`src/rtl/rf_ctx_seq.sv`:
```
// Context save/restore sequencer: streams R0..R(NREGS-1) between the register
// file and a block of byte-addressed data memory over a req/ack handshake.
module rf_ctx_seq #(
  parameter int NREGS  = 8,
  parameter int STRIDE = 2
) (
  input  logic        clk,
  input  logic        rst,
  input  logic        save_req,
  input  logic        restore_req,
  input  logic [15:0] base_addr,
  output logic        busy,
  output logic        done,
  output logic [2:0]  rf_read1regsel,
  input  logic [15:0] rf_read1data,
  output logic [2:0]  rf_writeregsel,
  output logic [15:0] rf_writedata,
  output logic        rf_write,
  output logic        mem_req,
  output logic        mem_wr,
  output logic [15:0] mem_addr,
  output logic [15:0] mem_wdata,
  input  logic        mem_ack,
  input  logic [15:0] mem_rdata
);

  typedef enum logic [2:0] {
    S_IDLE,
    S_SAVE_RD,
    S_SAVE_WR,
    S_REST_RQ,
    S_REST_WB,
    S_DONE
  } state_t;

  localparam logic [2:0]  LAST_IDX = 3'(NREGS - 1);
  localparam logic [15:0] STEP     = 16'(STRIDE);

  state_t      state, state_nxt;
  logic [2:0]  idx, idx_nxt;
  logic [15:0] addr, addr_nxt;
  logic [15:0] data_buf, data_buf_nxt;

  // NOTE: every register here has a defined reset value; the datapath is a
  // handful of flops, so there is no reason to leave any of them unreset.
  always_ff @(posedge clk or negedge rst) begin
    if (!rst) begin
      state    <= S_IDLE;
      idx      <= '0;
      addr     <= '0;
      data_buf <= '0;
    end else begin
      // NOTE: non-blocking assignments so every flop samples pre-edge values.
      state    <= state_nxt;
      idx      <= idx_nxt;
      addr     <= addr_nxt;
      data_buf <= data_buf_nxt;
    end
  end

  // Outputs are decoded from state only, so an asynchronous reset forces all
  // of them to zero at once and aborts any transfer in flight.
  always_comb begin
    // NOTE: defaults first so no path through the case statement infers a latch.
    state_nxt      = state;
    idx_nxt        = idx;
    addr_nxt       = addr;
    data_buf_nxt   = data_buf;
    busy           = 1'b0;
    done           = 1'b0;
    rf_read1regsel = '0;
    rf_writeregsel = '0;
    rf_writedata   = '0;
    rf_write       = 1'b0;
    mem_req        = 1'b0;
    mem_wr         = 1'b0;
    mem_addr       = '0;
    mem_wdata      = '0;

    unique case (state)
      S_IDLE: begin
        // Save has priority; a simultaneous restore request is simply dropped.
        if (save_req || restore_req) begin
          state_nxt = save_req ? S_SAVE_RD : S_REST_RQ;
          idx_nxt   = '0;
          addr_nxt  = base_addr;
        end
      end
      S_SAVE_RD: begin
        busy           = 1'b1;
        rf_read1regsel = idx;
        data_buf_nxt   = rf_read1data;
        state_nxt      = S_SAVE_WR;
      end
      S_SAVE_WR: begin
        busy      = 1'b1;
        mem_req   = 1'b1;
        mem_wr    = 1'b1;
        mem_addr  = addr;
        mem_wdata = data_buf;
        if (mem_ack) begin
          if (idx == LAST_IDX) begin
            state_nxt = S_DONE;
          end else begin
            idx_nxt   = idx + 3'd1;
            addr_nxt  = addr + STEP;
            state_nxt = S_SAVE_RD;
          end
        end
      end
      S_REST_RQ: begin
        busy     = 1'b1;
        mem_req  = 1'b1;
        mem_addr = addr;
        if (mem_ack) begin
          data_buf_nxt = mem_rdata;
          state_nxt    = S_REST_WB;
        end
      end
      S_REST_WB: begin
        busy           = 1'b1;
        rf_write       = 1'b1;
        rf_writeregsel = idx;
        rf_writedata   = data_buf;
        if (idx == LAST_IDX) begin
          state_nxt = S_DONE;
        end else begin
          idx_nxt   = idx + 3'd1;
          addr_nxt  = addr + STEP;
          state_nxt = S_REST_RQ;
        end
      end
      S_DONE: begin
        done      = 1'b1;
        state_nxt = S_IDLE;
      end
      default: state_nxt = S_IDLE;
    endcase
  end

endmodule

```
`config.mk`:
```
export PLATFORM = sky130hd
export DESIGN_NAME = rf_ctx_seq
export DESIGN_NICKNAME = d
export VERILOG_FILES = /design/src/rtl/rf_ctx_seq.sv
export SDC_FILE = /design/constraint.sdc
export NUM_CORES = 1
export LEC_CHECK = 0
export CORE_MARGIN = 1
export CORE_UTILIZATION = 35
export CTS_BUF_LIST = sky130_fd_sc_hd__clkbuf_8
export CTS_CLUSTER_DIAMETER = 120
export DETAILED_ROUTE_END_ITERATION = 12
export PLACE_DENSITY = 0.73
export SLEW_MARGIN = 20
export SYNTH_ARGS = -nofsm -noshare
export SYNTH_HDL_FRONTEND = slang
export SYNTH_SLANG_ARGS = --single-unit
```
`constraint.sdc`:
```
create_clock -name clk -period 5.8 [get_ports clk]
set_clock_uncertainty 0.2 [all_clocks]
set_input_delay 0.87 -clock clk [delete_from_list [all_inputs] [get_ports clk]]
set_output_delay 0.87 -clock clk [all_outputs]
set_load 0.005 [all_outputs]
```
==> results.cfg, run 1 <==
[run_status]
status = completed

[pwr]
p_total_mw = 1.92
power_density_mw_per_mm2 = 504
peakVddDrop_v = 0.000229
leakage_nw = 1.45

[yosys]
syn_inst = 303
syn-num-nets = 360
ys_seq_elements = 38
syn_area_per_cell_um2 = 8.35
async_flop_share_pct = 100
yosysUniqueCellTypes = 42
ys_warn_count = 0
synth-edff-count = 0
synth_top_flop_cell = dfrtp_1
seq_area_frac_synth_pct = 37.6
netlist_area_mm2 = 0.00253

[worst_setup_path]
end_kind = output pin
cp_num_buf_inv = 1
rr_startpoint = state[1]$_DFFE_PN0P_
worstPathArrival_ns = 3.07
cp.depth = 4
setup.worst_path.start_class = flop
critPathKind = reg2out
cp_cell_sequence = nand2b_1, nor2_1, and2_1, clkdlybuf4s50_1
ff2ff_setup_slack_ns = 2.37
crit_fanout = 26
slowest_delay_ns = 0.90
cp_top_family = simple AND/OR/NAND/NOR gates
crit_start = state[1]$_DFFE_PN0P_
reg2regPathDepth = 4
crit_path_end = mem_wdata[9]
cp.required_ns = 4.73
cp_slowest_cell = dfrtp_1
rr_endpoint = addr[2]$_DFFE_PN0P_

[placement]
numPlacedInstances = 487
dp_hpwl_um = 5850
numPortBuffers = 111
gp_congestion = 0.928

[sta]
maxSlewViolCount = 0
rsz0062_at_grt = false
hold_viol = 0
fin_crit_ns = 4.14
setup_viol = 0
fin_crit_sh_pct = 71.5
slew_headroom_pct = 30.3
setup_tns_ns = 0
fmax_mhz = 241
worst_pin_slew_ns = 1.04
fin_hold_ws_ns = 0.369

[grt]
overflow = 0
grt_start_max_net_pins = 39
grt_pass1_vias = 2612
use_met2_pct = 37.0
grt_busiest_layer = met2
use_met1_pct = 28.3
grt_pass1_wl_um = 12900
grt_util_all_layers_pct = 21.9
grt_util_met3_pct = 4.93
grt_antenna_before_repair = 0

[clocking]
post_cts_buffers = 0
cts_buffers = 5
path_clk_slew_ns = 0.08
clock_latency_ns = 0.30
cts_sinks = 38
h-tree-depth = 2
cts_tree = yes
cts_resized = 0
cts_max_path_buffers = 2
cts-root-buf = clkbuf_8
cts_hold_buf = 0

[drt]
ant_nets = 0
dr.first_iter.drc_count = 149
viasPerCell = 5.57
avgRoutedWirePerCell_um = 16.2
drc = 0
first_pass_iters = 4
vias = 2756
routed_wl_um = 8030

[floorplan]
core.rowCount = 30
core_area_mm2 = 0.00687
ios = 112
die_h_um = 87
die_width_um = 87
initial_core_util_pct = 36.8
die-area_mm2 = 0.00757

[finish]
nets = 455
syn2layout_area_growth_pct = 50.8
n_antenna_cell = 0
postLayoutCoreUtil_pct = 55.5
drive_above_1_share_pct = 4.26
nFillCells = 653
fin_cells = 495

[hold_path]
hold_path.startpoint = addr[0]$_DFFE_PN0P_
hp-class = reg2reg

[run]
drv_cap = 0
-- layout make-up --
class                      count  area, µm²  share of cell area (%)
sequential                    38        951                    24.9
tap                           96        120                    3.15
clock buffer                   6       82.6                    2.17
timing repair buffer         114       1130                    29.6
clock inverter                 2       60.1                    1.57
multi-input combinational    229       1430                    37.6
inverter                      10       37.5                   0.984
-- worst min path at each step --
stage,end,cells after the start,slack (ns)
floorplan,addr[0]$_DFFE_PN0P_,1,0.27
global placement,addr[0]$_DFFE_PN0P_,1,0.28
detailed placement,addr[0]$_DFFE_PN0P_,1,0.34
CTS,addr[0]$_DFFE_PN0P_,1,0.38
global route,addr[0]$_DFFE_PN0P_,1,0.38
finish,addr[0]$_DFFE_PN0P_,1,0.37
-- state kept, by name (all words and copies together) (netlist names) --
name      cells
data_buf     16
addr         16
state         3
idx           3
-- power breakdown --
part	internal (mW)	leakage, nW	switching, mW
Sequential	0.398	0.445	0.179
Combinational	0.555	0.931	0.504
Clock	0.184	0.0714	0.102
Total	1.14	1.45	0.785
-- synthesized netlist by cell type (all sizes together) (2+ instances only) --
library cell | n | area (µm²)
inv | 10 | 37.5
nor3b | 3 | 27.5
clkbuf | 18 | 67.6
nor4 | 4 | 25.0
a21oi | 20 | 100
or2 | 3 | 18.8
nor2b | 2 | 12.5
nand2b | 5 | 31.3
ha | 4 | 50.1
nand3 | 8 | 40.0
nand4 | 2 | 12.5
dfrtp | 38 | 951
o22ai | 37 | 231
o2bb2ai | 3 | 26.3
nor3 | 7 | 35.0
or4 | 5 | 37.5
nor2 | 16 | 60.1
or3 | 4 | 25.0
and2 | 45 | 282
a211oi | 11 | 82.6
o21ai | 11 | 55.1
a2bb2oi | 8 | 70.1
mux2i | 3 | 30.0
and3 | 3 | 18.8
buf | 8 | 43.8
nand2 | 11 | 41.3
o31ai | 2 | 15.0
a22oi | 3 | 22.5
-- kinds of logic after synthesis --
| family | share of synthesized area (%) |
|---|---|
| muxes | 1.63 |
| DFF | 37.6 |
| AOI/OAI and AO/OA | 25.9 |
| and+or+nand+nor | 26.7 |
| adders and majority gates | 1.98 |
| buffers and inverters | 5.89 |
| xor gates and xnor gates | 0.346 |
-- per-stage QoR --
stage                     setup WS, ns  cell area, µm²
after CTS                         1.66            3810
after detailed placement          1.97            3670
after floorplan                   3.29            2530
after global routing              1.38            3810
final                             1.66            3810
after global placement            2.10            3670
-- layer usage --
| metal | share of wire (%) | up-vias |
|---|---|---|
| li1 | - | 1299 |
| met4 | 1.7 | 0 |
| met3 | 8.6 | 16 |
| met5 | 0 | - |
| met2 | 47 | 152 |
| met1 | 43 | 1289 |
-- cell usage in the layout (no fill, tap or decap), types with 3 or more instances in the layout --
master           count
a211oi_1            11
a21oi_1             20
a22oi_1              3
a2bb2oi_1            8
and2_1              45
and3_1               3
buf_4                3
clkbuf_8             6
clkdlybuf4s50_1    110
dfrtp_1             38
ha_1                 4
inv_1               10
mux2i_1              3
nand2_1             11
nand2b_1             5
nand3_1              8
nor2_1              16
nor3_1               7
nor4_1               4
o21ai_0             10
o22ai_1             37
o2bb2ai_1            3
or3_1                4
or4_1                5
Note: power is estimated with default switching activity, not from simulation.
==> inputs of run 2 (changes only) <==
--- a/config.mk
+++ b/config.mk
@@ -10,7 +10,7 @@
 export CTS_BUF_LIST = sky130_fd_sc_hd__clkbuf_8
 export CTS_CLUSTER_DIAMETER = 120
 export DETAILED_ROUTE_END_ITERATION = 12
-export PLACE_DENSITY = 0.73
+export PLACE_DENSITY = 0.76
 export SLEW_MARGIN = 20
 export SYNTH_ARGS = -nofsm -noshare
 export SYNTH_HDL_FRONTEND = slang
==> constraint.sdc (replaced) <==
create_clock -name clk -period 3.75 [get_ports clk]
set_clock_uncertainty 0.2 [all_clocks]
set_input_delay 0.5625 -clock clk [delete_from_list [all_inputs] [get_ports clk]]
set_output_delay 0.5625 -clock clk [all_outputs]
set_load 0.005 [all_outputs]
==> run 2 against run 1 <==
Against the previous run: worst hold slack got worse by 0.18 ns; cell area increased by 1.4%; flip-flop and latch count unchanged; sequential share of layout area down 0.34 points; non-clock buffer count is 7 higher; total power rose by 58%; register-to-register slack worse by 1.2 ns; critical path type unchanged; largest cell class unchanged.
==> results.cfg, run 2 (synthesized netlist as in run 1, its figures left out) <==
[grt]
grt_pass1_vias = 2651
grt_pass1_wl_um = 13100
grt_antenna_before_repair = 0
overflow = 0
grt_start_max_net_pins = 39
grt_util_all_layers_pct = 22.1

[placement]
numPortBuffers = 111
gp_congestion = 0.917
dp_hpwl_um = 5920

[hold_path]
hp-class = in2async

[clocking]
cts_tree = yes
cts_hold_buf = 0
h-tree-depth = 2
clock_latency_ns = 0.29
cts-root-buf = clkbuf_8
post_cts_buffers = 0
cts_sinks = 38
path_clk_slew_ns = 0.08
cts_buffers = 5
cts_resized = 0
cts_max_path_buffers = 2

[sta]
worst_pin_slew_ns = 0.873
fin_hold_ws_ns = 0.188
fin_crit_ns = 3.08
fin_crit_sh_pct = 82.0
fmax_mhz = 325
maxSlewViolCount = 0
hold_viol = 0
rsz0062_at_grt = false
setup_viol = 0
slew_headroom_pct = 41.8
setup_tns_ns = 0

[floorplan]
core_area_mm2 = 0.00687
die-area_mm2 = 0.00757
die_h_um = 87
initial_core_util_pct = 36.8
ios = 112
die_width_um = 87
core.rowCount = 30

[pwr]
leakage_nw = 1.48
peakVddDrop_v = 0.000356
power_density_mw_per_mm2 = 785

[finish]
reg.largest.list = addr (16), data_buf (16)
drive_above_1_share_pct = 5.91
n_antenna_cell = 0
nets = 462
syn2layout_area_growth_pct = 52.9
final_common_cell = clkdlybuf4s50_1
final_cell_mix = clkdlybuf4s50_1, and2_1, dfrtp_1, o22ai_1, a21oi_1

[drt]
vias = 2817
dr.first_iter.drc_count = 216
ant_nets = 0
viasPerCell = 5.61
avgRoutedWirePerCell_um = 16.3
drc = 0
first_pass_iters = 5
routed_wl_um = 8210

[worst_setup_path]
critPathKind = reg2out
crit_fanout = 19
rr_startpoint = idx[1]$_DFFE_PN0P_
setup.worst_path.start_class = flop
rr_endpoint = idx[2]$_DFFE_PN0P_
ff2ff_setup_slack_ns = 1.21
reg2regPathDepth = 5
end_kind = output pin
worstPathArrival_ns = 2.31
cp.required_ns = 2.99

[run]
drv_cap = 0

[run_status]
status = completed
run 2: routing by layer:
metal / GRT usage, % / share of wire (%)
met3: 5.59 / 11
met5: 0 / 0
met4: 5.61 / 1.2
met1: 28.8 / 41
met2: 36.5 / 47
run 2: worst max-delay path, stage by stage (launching register included):
cell,delay (ns)
dfrtp_1,0.63
nor2b_1,0.23
nand2b_1,0.42
nor2_1,0.21
clkdlybuf4s50_1,0.53
run 2: area by class of cell:
| type | instances | area, µm² |
|---|---|---|
| Fill cell | 659 | 3000 |
| Multi-Input combinational cell | 229 | 1430 |
| Timing Repair Buffer | 121 | 1180 |
| Sequential cell | 38 | 951 |
| Tap cell | 96 | 120 |
| Clock buffer | 6 | 82.6 |
| Clock inverter | 2 | 60.1 |
| Inverter | 10 | 37.5 |
run 2: worst max path at each step:
stage / from / slack (ns) / endpoint / depth (start not counted)
after global placement: mem_ack / 0.99 / addr[1]$_DFFE_PN0P_ / 6
after detailed placement: mem_ack / 0.92 / addr[1]$_DFFE_PN0P_ / 6
after global routing: state[0]$_DFFE_PN0P_ / 0.47 / rf_read1regsel[2] / 4
after floorplan: state[2]$_DFFE_PN0P_ / 1.55 / mem_wdata[10] / 6
after CTS: state[0]$_DFFE_PN0P_ / 0.66 / rf_read1regsel[0] / 4
final: state[0]$_DFFE_PN0P_ / 0.67 / rf_read1regsel[0] / 4
run 2: through the flow:
step	setup WS (ns)	instances	cell area [µm²]	power, mW	utilization [%]
finish	0.673	502	3870	3.03	56.3
global route	0.473	502	3870	3.28	56.3
CTS	0.663	502	3870	3.03	56.3
detailed placement	0.922	494	3720	2.59	54.2
global placement	0.985	494	3720	2.54	54.2
floorplan	1.55	303	2530	1.83	-
run 2: power breakdown:
part / switching, mW / internal [mW]
Clock: 0.147 / 0.284
Sequential: 0.234 / 0.617
Combinational: 0.852 / 0.900
Total: 1.23 / 1.80
==> inputs of run 3 (changes only) <==
==> constraint.sdc (replaced) <==
create_clock -name clk -period 2.5 [get_ports clk]
set_clock_uncertainty 0.2 [all_clocks]
set_input_delay 0.375 -clock clk [delete_from_list [all_inputs] [get_ports clk]]
set_output_delay 0.375 -clock clk [all_outputs]
set_load 0.005 [all_outputs]
==> run 3 against run 2 <==
Against the previous run: the flow now finishes with violations (hold timing); total power up 55%; largest cell class unchanged; cell area increased by 4.1%; die area did not move; clock power grew 24%; worst hold slack lost 0.19 ns; count of clock-buffer cells in the layout unchanged; critical endpoint is now busy.
==> results.cfg, run 3 (synthesized netlist as in run 1, its figures left out) <==
[drt]
viasPerCell = 5.45
ant_nets = 0
avgRoutedWirePerCell_um = 16.5
met2_length_um = 3990
first_pass_iters = 4
m1WireLength_um = 3720
topRoutingLayerUsed = met4
vias = 2819
dr.first_iter.drc_count = 96
dr_wl_met3_um = 759
routed_wl_um = 8550
drc = 0

[finish]
nets = 478
drive_above_1_share_pct = 10.5
reg.largest.list = addr (16), data_buf (16)
nFillCells = 627
n_antenna_cell = 0
final_common_cell = clkdlybuf4s50_1
postLayoutCoreUtil_pct = 58.6
syn2layout_area_growth_pct = 59.2
final_cell_mix = clkdlybuf4s50_1, and2_1, o22ai_1, dfrtp_1

[grt]
grt_antenna_before_repair = 0
grt_pass1_wl_um = 13400
overflow = 0
grt_start_max_net_pins = 39
grt_pass1_vias = 2740
grt_util_all_layers_pct = 22.4

[sta]
worst_pin_slew_ns = 0.883
setup_tns_ns = 0
rsz0062_at_grt = true
slew_headroom_pct = 41.2
setup_viol = 0
hold_viol = 1
fin_crit_sh_pct = 98.0
fin_hold_ws_ns = -0.00268
fin_crit_ns = 2.45
maxSlewViolCount = 0
fmax_mhz = 408

[worst_setup_path]
critPathKind = reg2out
rr_endpoint = addr[14]$_DFFE_PN0P_
rr_startpoint = idx[1]$_DFFE_PN0P_
end_kind = output pin
setup.worst_path.start_class = flop
worstPathArrival_ns = 1.87
cp.required_ns = 1.92
slowest_delay_ns = 0.51
crit_fanout = 5
cp_slowest_cell = clkdlybuf4s50_1
cp_cell_sequence = buf_4, xnor2_1, or2_2, nand2_1, clkdlybuf4s50_1
reg2regPathDepth = 6
ff2ff_setup_slack_ns = 0.32

[floorplan]
ios = 112
die_h_um = 87
core.rowCount = 30
die_width_um = 87
die-area_mm2 = 0.00757
initial_core_util_pct = 36.8
core_area_mm2 = 0.00687

[placement]
numPortBuffers = 111
dp_hpwl_um = 6050
gp_congestion = 0.879

[clocking]
cts_buffers = 5
h-tree-depth = 2
cts_sinks = 38
cts_max_path_buffers = 2
cts-root-buf = clkbuf_8
clock_latency_ns = 0.29
path_clk_slew_ns = 0.07
cts_tree = yes
cts_hold_buf = 0

[run_status]
violations = hold timing
status = complete, but fails checks

[run]
drv_cap = 0

[pwr]
p_total_mw = 4.69
power_density_mw_per_mm2 = 1170
peakVddDrop_v = 0.000574
leakage_nw = 1.75

[hold_path]
hp-class = in2async
run 3: cell types whose count changed in the layout (fill, tap and decap cells not counted), sizes merged:
| cell | previous run | this run |
|---|---|---|
| dlymetal6s2s | 0 | 12 |
| clkinvlp | 0 | 2 |
| buf | 11 | 25 |
| clkbuf | 6 | 7 |
| bufinv | 2 | 1 |
| clkdlybuf4s50 | 110 | 98 |
| inv | 10 | 9 |
run 3: area by class of cell:
class,instances,area [µm²],area share (%)
sequential,38,953,23.7
clock buffer,6,82.6,2.05
timing repair inverter,1,7.51,0.186
timing repair buffer,136,1340,33.2
clock inverter,1,30.0,0.746
inverter,10,41.3,1.03
tap,96,120,2.98
multi-input combinational,229,1460,36.1
run 3: worst max-delay path, delay by kind of cell (launching register included):
kind / cells / cell delay (ns)
and+or+nand+nor: 2 / 0.36
DFF: 1 / 0.44
xor gates and xnor gates: 1 / 0.13
buffers and inverters: 2 / 0.66
run 3: how the worst max path moves through the flow:
stage / start / end / slack [ns] / cells past startpoint
CTS: state[2]$_DFFE_PN0P_ / mem_wdata[10] / 0.02 / 5
floorplan: state[2]$_DFFE_PN0P_ / mem_wdata[10] / 0.49 / 6
detailed placement: mem_ack / addr[1]$_DFFE_PN0P_ / 0.19 / 5
global route: state[0]$_DFFE_PN0P_ / rf_writedata[13] / -0.03 / 5
global placement: mem_ack / addr[1]$_DFFE_PN0P_ / 0.22 / 5
finish: state[2]$_DFFE_PN0P_ / busy / 0.05 / 5
run 3: what timing repair did:
item                                    4_1_cts  5_1_grt
resized for setup                             5       22
pin swaps                                     0        1
endpoints found under the setup margin       28       37
setup buffers                                 0        3
cloned                                        1        2
run 3: metal layers:
layer | global-route usage (%) | vias to the layer above
li1 | - | 1348
met1 | 28.8 | 1312
met2 | 38.5 | 151
met3 | 4.93 | 8
met4 | 5.00 | 0
met5 | 0 | -
run 3: where the power goes:
group / leakage, nW / switching, mW / internal, mW
registers: 0.442 / 0.326 / 0.928
logic: 1.25 / 1.40 / 1.50
clock network: 0.0573 / 0.216 / 0.319
run 3: stage by stage:
step	hold WS (ns)	cell area, µm²	cells	worst slack [ns]
after CTS	0.0312	3930	512	0.0167
after detailed placement	0.296	3800	504	0.186
after global routing	0.0650	4030	517	-0.0257
after floorplan	-0.121	2530	303	0.489
final	-0.00268	4030	517	0.0506
after global placement	0.294	3800	504	0.216
